File: src/rtl/fpga_axil2apb_bridge.sv
// AXI4-Lite to APB bridge: one APB transfer in flight, alternating read/write priority
// and an ACCESS-phase timeout that terminates a stalled transfer with SLVERR.
module fpga_axil2apb_bridge #(
    parameter int unsigned TIMEOUT_CYCLES = 1024
) (
    input  logic        core_clk,
    input  logic        core_rst,
    input  logic        S_AXI_AWVALID,
    output logic        S_AXI_AWREADY,
    input  logic [31:0] S_AXI_AWADDR,
    input  logic [2:0]  S_AXI_AWPROT,
    input  logic        S_AXI_WVALID,
    output logic        S_AXI_WREADY,
    input  logic [31:0] S_AXI_WDATA,
    input  logic [3:0]  S_AXI_WSTRB,
    output logic        S_AXI_BVALID,
    input  logic        S_AXI_BREADY,
    output logic [1:0]  S_AXI_BRESP,
    input  logic        S_AXI_ARVALID,
    output logic        S_AXI_ARREADY,
    input  logic [31:0] S_AXI_ARADDR,
    input  logic [2:0]  S_AXI_ARPROT,
    output logic        S_AXI_RVALID,
    input  logic        S_AXI_RREADY,
    output logic [31:0] S_AXI_RDATA,
    output logic [1:0]  S_AXI_RRESP,
    output logic [31:0] m_apb_paddr,
    output logic [2:0]  m_apb_pprot,
    output logic        m_apb_psel,
    output logic        m_apb_penable,
    output logic        m_apb_pwrite,
    output logic [31:0] m_apb_pwdata,
    output logic [3:0]  m_apb_pstrb,
    input  logic [31:0] m_apb_prdata,
    input  logic        m_apb_pready,
    input  logic        m_apb_pslverr
);

    localparam logic [1:0] StIdle   = 2'd0;
    localparam logic [1:0] StSetup  = 2'd1;
    localparam logic [1:0] StAccess = 2'd2;
    localparam logic [1:0] StResp   = 2'd3;

    // Abort fires on the ACCESS cycle whose increment would reach TIMEOUT_CYCLES.
    localparam logic [15:0] TimeoutLast = 16'(TIMEOUT_CYCLES - 1);

    logic [1:0]  state_q, state_d;
    logic        is_write_q, is_write_d;
    logic        prio_wr_q, prio_wr_d;
    logic [31:0] addr_q, addr_d;
    logic [2:0]  prot_q, prot_d;
    logic [31:0] wdata_q, wdata_d;
    logic [3:0]  strb_q, strb_d;
    logic [1:0]  resp_q, resp_d;
    logic [31:0] rdata_q, rdata_d;
    logic [15:0] tcnt_q, tcnt_d;

    logic wr_elig, rd_elig, take_wr, take_rd, resp_done;

    always_comb begin
        wr_elig   = (state_q == StIdle) && !core_rst && S_AXI_AWVALID && S_AXI_WVALID;
        rd_elig   = (state_q == StIdle) && !core_rst && S_AXI_ARVALID;
        take_wr   = wr_elig && (prio_wr_q || !rd_elig);
        take_rd   = rd_elig && !take_wr;
        resp_done = (state_q == StResp) &&
                    (is_write_q ? S_AXI_BREADY : S_AXI_RREADY);
    end

    always_comb begin
        state_d    = state_q;
        is_write_d = is_write_q;
        prio_wr_d  = prio_wr_q;
        addr_d     = addr_q;
        prot_d     = prot_q;
        wdata_d    = wdata_q;
        strb_d     = strb_q;
        resp_d     = resp_q;
        rdata_d    = rdata_q;
        tcnt_d     = tcnt_q;
        case (state_q)
            StIdle: begin
                if (take_wr) begin
                    state_d    = StSetup;
                    is_write_d = 1'b1;
                    addr_d     = S_AXI_AWADDR;
                    prot_d     = S_AXI_AWPROT;
                    wdata_d    = S_AXI_WDATA;
                    strb_d     = S_AXI_WSTRB;
                    tcnt_d     = '0;
                end else if (take_rd) begin
                    state_d    = StSetup;
                    is_write_d = 1'b0;
                    addr_d     = S_AXI_ARADDR;
                    prot_d     = S_AXI_ARPROT;
                    wdata_d    = '0;
                    strb_d     = '0;
                    tcnt_d     = '0;
                end
            end
            StSetup: state_d = StAccess;
            StAccess: begin
                if (m_apb_pready) begin
                    state_d = StResp;
                    resp_d  = m_apb_pslverr ? 2'b10 : 2'b00;
                    rdata_d = is_write_q ? 32'h0 : m_apb_prdata;
                end else if (tcnt_q == TimeoutLast) begin
                    state_d = StResp;
                    resp_d  = 2'b10;
                    rdata_d = 32'h0;
                end else begin
                    tcnt_d = tcnt_q + 16'd1;
                end
            end
            default: begin
                if (resp_done) begin
                    state_d   = StIdle;
                    prio_wr_d = !is_write_q;
                end
            end
        endcase
    end

    always_ff @(posedge core_clk) begin
        if (core_rst) begin
            state_q    <= StIdle;
            is_write_q <= 1'b0;
            prio_wr_q  <= 1'b1;
            addr_q     <= '0;
            prot_q     <= '0;
            wdata_q    <= '0;
            strb_q     <= '0;
            resp_q     <= '0;
            rdata_q    <= '0;
            tcnt_q     <= '0;
        end else begin
            state_q    <= state_d;
            is_write_q <= is_write_d;
            prio_wr_q  <= prio_wr_d;
            addr_q     <= addr_d;
            prot_q     <= prot_d;
            wdata_q    <= wdata_d;
            strb_q     <= strb_d;
            resp_q     <= resp_d;
            rdata_q    <= rdata_d;
            tcnt_q     <= tcnt_d;
        end
    end

    always_comb begin
        S_AXI_AWREADY = take_wr;
        S_AXI_WREADY  = take_wr;
        S_AXI_ARREADY = take_rd;
        S_AXI_BVALID  = (state_q == StResp) && is_write_q;
        S_AXI_RVALID  = (state_q == StResp) && !is_write_q;
        S_AXI_BRESP   = S_AXI_BVALID ? resp_q : 2'b00;
        S_AXI_RRESP   = S_AXI_RVALID ? resp_q : 2'b00;
        S_AXI_RDATA   = S_AXI_RVALID ? rdata_q : 32'h0;
        m_apb_psel    = (state_q == StSetup) || (state_q == StAccess);
        m_apb_penable = (state_q == StAccess);
        m_apb_pwrite  = is_write_q;
        m_apb_paddr   = addr_q;
        m_apb_pprot   = prot_q;
        m_apb_pwdata  = wdata_q;
        m_apb_pstrb   = strb_q;
    end

endmodule

File: config.mk
export PLATFORM = sky130hd
export DESIGN_NAME = fpga_axil2apb_bridge
export DESIGN_NICKNAME = d
export VERILOG_FILES = /design/src/rtl/fpga_axil2apb_bridge.sv
export SDC_FILE = /design/constraint.sdc
export NUM_CORES = 1
export LEC_CHECK = 0
export BUFFER_PORTS_ARGS = -buffer_cell sky130_fd_sc_hd__buf_2
export CAP_MARGIN = 20
export CORE_MARGIN = 2
export CORE_UTILIZATION = 50
export CTS_CLUSTER_DIAMETER = 40
export CTS_CLUSTER_SIZE = 28
export DETAILED_ROUTE_END_ITERATION = 12
export HOLD_SLACK_MARGIN = 0.15
export PLACE_DENSITY = 0.86
export SLEW_MARGIN = 15
export SYNTH_ARGS = -nofsm -noshare
export SYNTH_HDL_FRONTEND = slang
export SYNTH_SLANG_ARGS = --single-unit
File: constraint.sdc
create_clock -name core_clk -period 4.5 [get_ports core_clk]
set_input_delay 0.675 -clock core_clk [delete_from_list [all_inputs] [get_ports core_clk]]
set_output_delay 0.675 -clock core_clk [all_outputs]
set_load 0.01 [all_outputs]
==> results.cfg, run 1 <==
[outcome]
status = completed

[layout]
n_fill_cell = 804
nNetsFinal = 977
area_growth_pct = 35.75
drive_above_1_share = 0.3663
final_cells = 977

[grt]
grt_pass1_wl_microns = 25500
grt_pass1_vias = 5224
grt_start_max_net_pins = 102
track_usage = 0.2799
gr-total-overflow = 0
grt_antenna_before_repair = 3

[clock_tree]
cts_tree = yes
h-tree-depth = 4
root_buffer = clkbuf_8
cts_resized = 0
clk_latency_ps = 510
max-clock-path-buffers = 2
clkSlewWorstSetupHoldPaths_ps = 70
cts_sinks = 124
numCtsBuffers = 17
cts_setup_buffers = 0
holdBufCountCts = 0

[sta]
slew_headroom = 0.3004
skew_ps = 11.90
timing.final.max_slew_violations = 0
holdWs_ps = 389.0
max_freq_ghz = 0.3167
rsz0062_at_grt = false
hold_viol = 0
fin_ws_ps = 1342
worst_pin_slew_ps = 1049
finalSetupViolCount = 0
tns_ps = 0
period_share = 0.7018
layout_min_cycle_time_ps = 3158

[pwr]
pwr-share-comb = 0.203
irDropWorstVdd_uv = 290.1
p_seq_frac = 0.379
p_int_mw = 2.294
power_switching_mw = 1.029
power_leakage_nw = 3.253
p_clk_frac = 0.418
swShare = 0.3097
finalPower_mw = 3.322
power-per-cell-area_nw_per_um2 = 455.5

[yosys]
synth_fa_ha_area_frac = 0.01164
ys.warnings.count = 0
ys_seq_elements = 124
async_reset_ff_frac = 0
synth.area.mux_share = 0.07452
synthSimpleGateAreaFrac = 0.2007
synth_edf_count = 0
synth-compound-area-share = 0.2005
ys_top_cells_by_count = dfxtp_1, nor2_1, a22oi_1
syn_inst = 586
synth.most_common_cell = dfxtp_1
synth_largest_area_cell = dfxtp_1
synth_area_sq_um = 5373
synthFlopType = dfxtp_1
netlist_top_cells_area = dfxtp_1, mux2i_1, a22oi_1
ys_types = 54
syn_avg_cell_area_sq_um = 9.168
synth_top_family_by_area = simple AND/OR/NAND/NOR gates
synthXorXnorAreaFrac = 0
synth_sequential_area_ratio = 0.4620
synth_top_area_share = 0.4620

[placed_design]
dp_hpwl_microns = 12250
place.gp.congestion = 0.9322
io_buffers = 259
dp.cells = 942
dp_slack_ps = 1641

[drt]
drt_wl_total_microns = 17050
firstDrtPassIters = 5
wl_met1_microns = 6397
wl_met2_microns = 8867
antenna_left = 0
avgViaCountPerCell = 5.653
dr_total_vias = 5523
routed.top_layer = met4
drc = 0
route.met3.wl_microns = 1332
drt_iter0_markers = 532
wl_per_cell_microns = 17.45

[critical_path]
end_kind = output port
cpMaxStageDelayCell = nor3_2
critPathMaxStageDelay_ps = 770
critPathMaxFanout = 9
worstSetupPathType = reg -> out
crit_arrival_ps = 2480
cp_cell_sequence = inv_1 -> ha_1 -> nand2b_1 -> nor3_2 -> nor2_1 -> buf_2
startpoint_type = flop
worstPathRequired_ps = 3830

[die]
die_x_microns = 107.7
start_util = 0.5181
die-area_sq_um = 11590
die_y_microns = 107.7
coreArea_sq_um = 10370
boundaryPins = 262
num_rows = 37

[job]
maxCapViolations = 0

[hold_path]
hold_path.class = in -> reg
==> kinds of logic after synthesis <==
kind of cell,count (synthesis)
DFF,124
buffers and inverters,57
other,1
adders and majority gates,5
AOI/OAI and AO/OA,140
muxes,40
and+or+nand+nor,219
==> cell usage in the layout (no fill, tap or decap), types with 11 or more instances in the layout <==
cell type,n
dfxtp_1,124
inv_1,11
mux2i_1,40
a21oi_1,14
nand2_1,28
a22o_1,12
a22oi_1,45
nor2_1,88
nand3_1,20
buf_2,258
and2_1,36
clkbuf_16,16
a211oi_1,36
==> cell type report <==
class	instances	area, sq um	share of cell area
clock buffer	18	427.9	0.05867
multi-input combinational	406	2649	0.3632
clock inverter	14	171.4	0.02350
tap	136	170.2	0.02333
inverter	11	41.29	0.005661
sequential	124	2482	0.3404
timing repair buffer	265	1344	0.1843
antenna	3	7.507	0.001029
==> power by group through the flow <==
stage	sequential (mW)	combinational (mW)	clock, mW
after floorplan	1.31	0.381	0
after global placement	1.28	0.640	0
after detailed placement	1.28	0.670	0
after CTS	1.26	0.673	1.40
after global routing	1.27	0.731	1.46
final	1.26	0.675	1.39
==> per-stage QoR <==
stage	util	area (sq um)
2_1_floorplan	-	5376
3_3_place_gp	0.6445	6684
3_5_place_dp	0.6445	6684
4_1_cts	0.7023	7283
5_1_grt	0.7033	7293
6_report	0.7033	7293
==> flip-flops by register name, summed over array words and instances, names as in the netlist <==
name / count
m_apb_pwdata: 32
m_apb_paddr: 32
tcnt_q: 16
resp_q: 1
m_apb_pprot: 3
prio_wr_q: 1
state_q: 2
m_apb_pstrb: 4
rdata_q: 32
m_apb_pwrite: 1
==> layer usage <==
layer / vias up / track usage
met3: 37 / 0.06901
met2: 268 / 0.4987
met4: 0 / 0.1300
li1: 2615 / -
met5: - / 0
met1: 2603 / 0.3119
==> final timing paths <==
| check | from | endpoint | slack [ps] | cells past startpoint |
|---|---|---|---|---|
| max | state_q[0] | S_AXI_ARREADY | 1340 | 6 |
| min | m_apb_prdata[22] | rdata_q[22] | 390 | 2 |
| max reg2reg | state_q[0] | rdata_q[17] | 1620 | 6 |
| min reg2reg | rdata_q[0] | rdata_q[0] | 450 | 2 |
==> critical path: cells and delay by family, from the launching register on <==
family	cells	cell delay [ps]
and+or+nand+nor	3	1080
adders and majority gates	1	300
buffers and inverters	2	260
DFF	1	340
Note: power is estimated with default switching activity, not from simulation.
==> run 2, diff against run 1 <==
--- a/config.mk
+++ b/config.mk
@@ -5,15 +5,16 @@
 export SDC_FILE = /design/constraint.sdc
 export NUM_CORES = 1
 export LEC_CHECK = 0
+export ABC_AREA = 1
 export BUFFER_PORTS_ARGS = -buffer_cell sky130_fd_sc_hd__buf_2
 export CAP_MARGIN = 20
 export CORE_MARGIN = 2
-export CORE_UTILIZATION = 50
+export CORE_UTILIZATION = 47
 export CTS_CLUSTER_DIAMETER = 40
 export CTS_CLUSTER_SIZE = 28
 export DETAILED_ROUTE_END_ITERATION = 12
 export HOLD_SLACK_MARGIN = 0.15
-export PLACE_DENSITY = 0.86
+export PLACE_DENSITY = 0.8
 export SLEW_MARGIN = 15
 export SYNTH_ARGS = -nofsm -noshare
 export SYNTH_HDL_FRONTEND = slang
==> constraint.sdc (replaced) <==
create_clock -name core_clk -period 3.1 [get_ports core_clk]
set_input_delay 0.465 -clock core_clk [delete_from_list [all_inputs] [get_ports core_clk]]
set_output_delay 0.465 -clock core_clk [all_outputs]
set_load 0.01 [all_outputs]
==> run 2 against run 1 <==
Net effect: register-to-register slack got worse by 830 ps; synthesized area increased by 7.5%; final cell count increased by 26%; combinational power increased by 79%; first-iteration DRC count decreased by 19%; via count increased by 9.7%; critical path type unchanged; critical endpoint is now S_AXI_RDATA[17].
==> results.cfg, run 2 <==
[clock_tree]
numCtsBuffers = 17
cts_resized = 0
clk_latency_ps = 410
max-clock-path-buffers = 2
cts_tree = yes
holdBufCountCts = 0
clkSlewWorstSetupHoldPaths_ps = 60
cts_sinks = 124
cts_setup_buffers = 0
root_buffer = clkbuf_16
h-tree-depth = 4

[pwr]
p_seq_frac = 0.372
power_leakage_nw = 3.760
pwr-share-comb = 0.242
p_clk_frac = 0.387
swShare = 0.3155
power-per-cell-area_nw_per_um2 = 654.9
irDropWorstVdd_uv = 351.1
power_switching_mw = 1.584
p_int_mw = 3.436

[critical_path]
worstSetupPathType = reg -> out
startpoint_type = flop
crit_arrival_ps = 2120
critPathMaxFanout = 33
worstPathRequired_ps = 2630
end_kind = output port

[sta]
fin_ws_ps = 518.7
period_share = 0.8327
rsz0062_at_grt = false
holdWs_ps = 284.0
skew_ps = 6.571
finalSetupViolCount = 0
layout_min_cycle_time_ps = 2581
timing.final.max_slew_violations = 0
tns_ps = 0
slew_headroom = 0.3271
worst_pin_slew_ps = 1007
hold_viol = 0
max_freq_ghz = 0.3874

[grt]
top_usage_layer = met2
track_usage = 0.2381
grt_pass1_vias = 5477
grt_pass1_wl_microns = 25390
groute.layer.met1.usage = 0.2978
grt_start_max_net_pins = 80
met2_usage = 0.3882
gr-total-overflow = 0
use_met3 = 0.07064
grt_antenna_before_repair = 0

[job]
maxCapViolations = 0

[yosys]
synth_area_sq_um = 5778
synth_sequential_area_ratio = 0.4296
synthFlopType = dfxtp_1
ys_seq_elements = 124
ys_types = 32
ys.warnings.count = 0
synth_largest_area_cell = dfxtp_1
syn_inst = 836
async_reset_ff_frac = 0
syn_avg_cell_area_sq_um = 6.912
ys_top_cells_by_count = nand2_1, dfxtp_1, inv_1
netlist_top_cells_area = dfxtp_1, nand2_1, nand3_1
synth_top_area_share = 0.4296
synth_edf_count = 0
synth.most_common_cell = nand2_1

[layout]
drive_above_1_share = 0.2916
final_cell_mix = buf_2, nand2_1, dfxtp_1
final_cells = 1234
final_common_cell = buf_2
area_growth_pct = 32.65
antennaDiodeCount = 0
nNetsFinal = 1226

[drt]
dr_total_vias = 6060
drt_wl_total_microns = 15660
drc = 0
firstDrtPassIters = 5
drt_iter0_markers = 431
wl_per_cell_microns = 12.69
avgViaCountPerCell = 4.911
antenna_left = 0

[hold_path]
hold_path.class = in -> reg

[placed_design]
place.gp.congestion = 0.9134
dp_slack_ps = 816.2
dp.cells = 1202
io_buffers = 259
dp_hpwl_microns = 11160

[outcome]
status = completed

[die]
die_y_microns = 114.9
start_util = 0.4810
coreArea_sq_um = 12010
boundaryPins = 262
num_rows = 40
die-area_sq_um = 13200
die_x_microns = 114.9
run 2: cell count changes after synthesis, moves of 40 or more:
cell and change:
mux2i_1 -40, nand2_1 +227, nand3_1 +60, inv_1 +92
a22oi_1 -45, a21oi_1 +52
run 2: worst paths after layout:
check	startpoint	to	slack [ps]	depth (start not counted)
max	state_q[0]	S_AXI_RDATA[17]	520	6
min	m_apb_prdata[29]	rdata_q[29]	280	3
max reg2reg	tcnt_q[0]	tcnt_q[11]	790	10
min reg2reg	m_apb_pwdata[6]	m_apb_pwdata[6]	460	2
run 2: layout make-up:
class                           count  area [sq um]
Inverter                          108         410.4
Sequential cell                   124          2482
Tap cell                          147         183.9
Fill cell                        1080          4347
Clock inverter                     10         113.9
Timing Repair Buffer              267          1369
Multi-Input combinational cell    556          2631
Clock buffer                       22         474.2
run 2: stage by stage:
stage | cell area [sq um] | utilization | total power, mW
2_1_floorplan | 5782 | - | 2.711
3_3_place_gp | 7077 | 0.5892 | 3.096
3_5_place_dp | 7077 | 0.5892 | 3.114
4_1_cts | 7665 | 0.6381 | 5.058
5_1_grt | 7665 | 0.6381 | 5.280
6_report | 7665 | 0.6381 | 5.020
run 2: critical path: stages (launching register included):
cell and delay (ps):
dfxtp_1 340, ha_1 250, inv_1 60, nor2_1 50, inv_1 690, nor2_1 130
buf_2 190
run 2: cell families (layout without fill, tap and decap cells):
group,after synthesis,after routing,synth area share
AOI/OAI and AO/OA,122,122,0.1288
xor gates and xnor gates,2,2,0.003032
adders and majority gates,5,5,0.01083
buffers and inverters,157,407,0.1156
DFF,124,124,0.4296
other,1,2,0.0006490
and+or+nand+nor,425,425,0.3114
run 2: power by group through the flow:
stage | sequential [mW] | combinational (mW) | clock, mW
after floorplan | 1.95 | 0.763 | 0
after global routing | 1.89 | 1.35 | 2.04
after detailed placement | 1.89 | 1.22 | 0
final | 1.87 | 1.21 | 1.94
after global placement | 1.89 | 1.20 | 0
after CTS | 1.86 | 1.23 | 1.97
run 2: layer usage:
layer,share of wire,vias up,routed length [microns]
met4,0.025,0,384
met2,0.47,200,7348
li1,-,3116,-
met5,0,-,0
met3,0.072,32,1128
met1,0.43,2712,6795
==> run 3, diff against run 2 <==
--- a/config.mk
+++ b/config.mk
@@ -9,12 +9,12 @@
 export BUFFER_PORTS_ARGS = -buffer_cell sky130_fd_sc_hd__buf_2
 export CAP_MARGIN = 20
 export CORE_MARGIN = 2
-export CORE_UTILIZATION = 47
+export CORE_UTILIZATION = 43
 export CTS_CLUSTER_DIAMETER = 40
 export CTS_CLUSTER_SIZE = 28
 export DETAILED_ROUTE_END_ITERATION = 12
 export HOLD_SLACK_MARGIN = 0.15
-export PLACE_DENSITY = 0.8
+export PLACE_DENSITY = 0.77
 export SLEW_MARGIN = 15
 export SYNTH_ARGS = -nofsm -noshare
 export SYNTH_HDL_FRONTEND = slang
==> constraint.sdc (replaced) <==
create_clock -name core_clk -period 2.2 [get_ports core_clk]
set_input_delay 0.33 -clock core_clk [delete_from_list [all_inputs] [get_ports core_clk]]
set_output_delay 0.33 -clock core_clk [all_outputs]
set_load 0.01 [all_outputs]
==> run 3 against run 2 <==
Net effect: power rose by 41%; routed wire length rose by 8.6%; via count grew 3.8%; die area rose by 9.0%; critical endpoint is now S_AXI_RDATA[31]; largest cell class unchanged.
==> results.cfg, run 3 (synthesis gave the netlist of run 2 again) <==
[layout]
final_common_cell = buf_2
nNetsFinal = 1266
post-route-util = 0.6111
area_growth_pct = 39.50
final_cells = 1302
drive_above_1_share = 0.2969
n_fill_cell = 1248
final_cell_mix = buf_2, nand2_1, dfxtp_1

[hold_path]
hold_path.class = in -> reg
min_path_cells = 3

[drt]
antenna_left = 0
dr_total_vias = 6290
firstDrtPassIters = 5
avgViaCountPerCell = 4.831
wl_per_cell_microns = 13.06
drt_wl_total_microns = 17000
drt_iter0_markers = 338
drc = 0

[die]
num_rows = 42
die_y_microns = 119.9
die_x_microns = 119.9
coreArea_sq_um = 13190
die-area_sq_um = 14380
boundaryPins = 262
start_util = 0.4381

[critical_path]
cp_cell_sequence = ha_1 -> inv_1 -> nor2_4 -> inv_1 -> buf_6 -> nor2_1 -> buf_2
critPathMaxFanout = 33
cp.depth = 7
worstPathRequired_ps = 1870
crit_arrival_ps = 1730
worstSetupPathType = reg -> out
end_kind = output port
critPathMaxStageDelay_ps = 370
startpoint_type = flop
crit_top_cell = inv_1
critPathTopFamily = buffers and inverters
reg2reg_depth = 7
cp_num_buf_inv = 4
cpMaxStageDelayCell = dfxtp_1

[placed_design]
place.gp.congestion = 0.8792
io_buffers = 259
dp.cells = 1245
dp_hpwl_microns = 11790

[pwr]
irDropWorstVdd_uv = 640.8
power_leakage_nw = 3.921
finalPower_mw = 7.098
power-per-cell-area_nw_per_um2 = 880.6

[sta]
period_share = 0.9367
tns_ps = 0
rsz0062_at_grt = false
slew_headroom = 0.5934
timing.final.max_slew_violations = 0
worst_pin_slew_ps = 609.0
skew_ps = 6.165
hold_viol = 0
layout_min_cycle_time_ps = 2061
finalSetupViolCount = 0
max_freq_ghz = 0.4852

[clock_tree]
cts_sinks = 124
clk_latency_ps = 420
root_buffer = clkbuf_16
h-tree-depth = 4
numCtsBuffers = 17
max-clock-path-buffers = 2
cts_tree = yes
clkSlewWorstSetupHoldPaths_ps = 60

[grt]
track_usage = 0.2392
gr-total-overflow = 0
grt_start_max_net_pins = 71
grt_pass1_wl_microns = 27900
grt_antenna_before_repair = 1
grt_pass1_vias = 6037

[outcome]
status = completed

[job]
maxCapViolations = 0
## run 3: cell types whose count changed in the layout (fill, tap and decap cells not counted), sizes merged
cell         delta
dlygate4sd3    +24
inv             -1
clkinv          +2
diode           +1
buf            +16
clkbuf          -4
clkinvlp        +1
## run 3: power breakdown
group	switching (mW)	internal, mW	total [mW]
clock network	1.00	1.64	2.65
logic	1.14	0.688	1.82
registers	0.131	2.50	2.63
total	2.27	4.83	7.10
## run 3: metal layers
metal | part of all wire | GRT usage | up-vias
li1 | - | - | 3198
met1 | 0.41 | 0.2673 | 2829
met2 | 0.50 | 0.4219 | 231
met3 | 0.073 | 0.06702 | 32
met4 | 0.021 | 0.1059 | 0
met5 | 0 | 0 | -
## run 3: through the flow
stage | instance area [sq um] | setup slack, ps | hold WS [ps]
2_1_floorplan | 5782 | 433.0 | 428.9
3_3_place_gp | 7231 | 323.2 | 445.2
3_5_place_dp | 7231 | 265.7 | 451.7
4_1_cts | 8034 | 16.41 | 150.2
5_1_grt | 8060 | 14.04 | 165.3
6_report | 8060 | 139.2 | 165.4
## run 3: final cells by class
type	instances	area [sq um]	area share
Tap cell	176	220.2	0.02732
Timing Repair Buffer	307	1745	0.2165
Clock buffer	18	429.2	0.05324
Multi-Input combinational cell	556	2641	0.3277
Inverter	108	412.9	0.05123
Sequential cell	124	2482	0.3080
Antenna cell	1	2.502	0.0003105
Clock inverter	12	126.4	0.01568
## run 3: worst min-delay path, delay by kind of cell
family                 cells  cell delay [ps]
buffers and inverters      1               90
and+or+nand+nor            1               50
AOI/OAI and AO/OA          1               50
## run 3: worst paths after layout
check | from | endpoint | slack (ps)
min | m_apb_prdata[28] | rdata_q[28] | 170
min reg2reg | m_apb_pwdata[6] | m_apb_pwdata[6] | 460
max | state_q[1] | S_AXI_RDATA[31] | 140
max reg2reg | tcnt_q[0] | rdata_q[24] | 300
## run 3: repair_timing
item / 4_1_cts / 5_1_grt
hold buffers: 24 / 0
gates resized for setup: 3 / 2
hold endpoints to repair: 24 / 0
setup endpoints to repair: 9 / 36
pin swaps: 0 / 0
setup buffers: 0 / 2
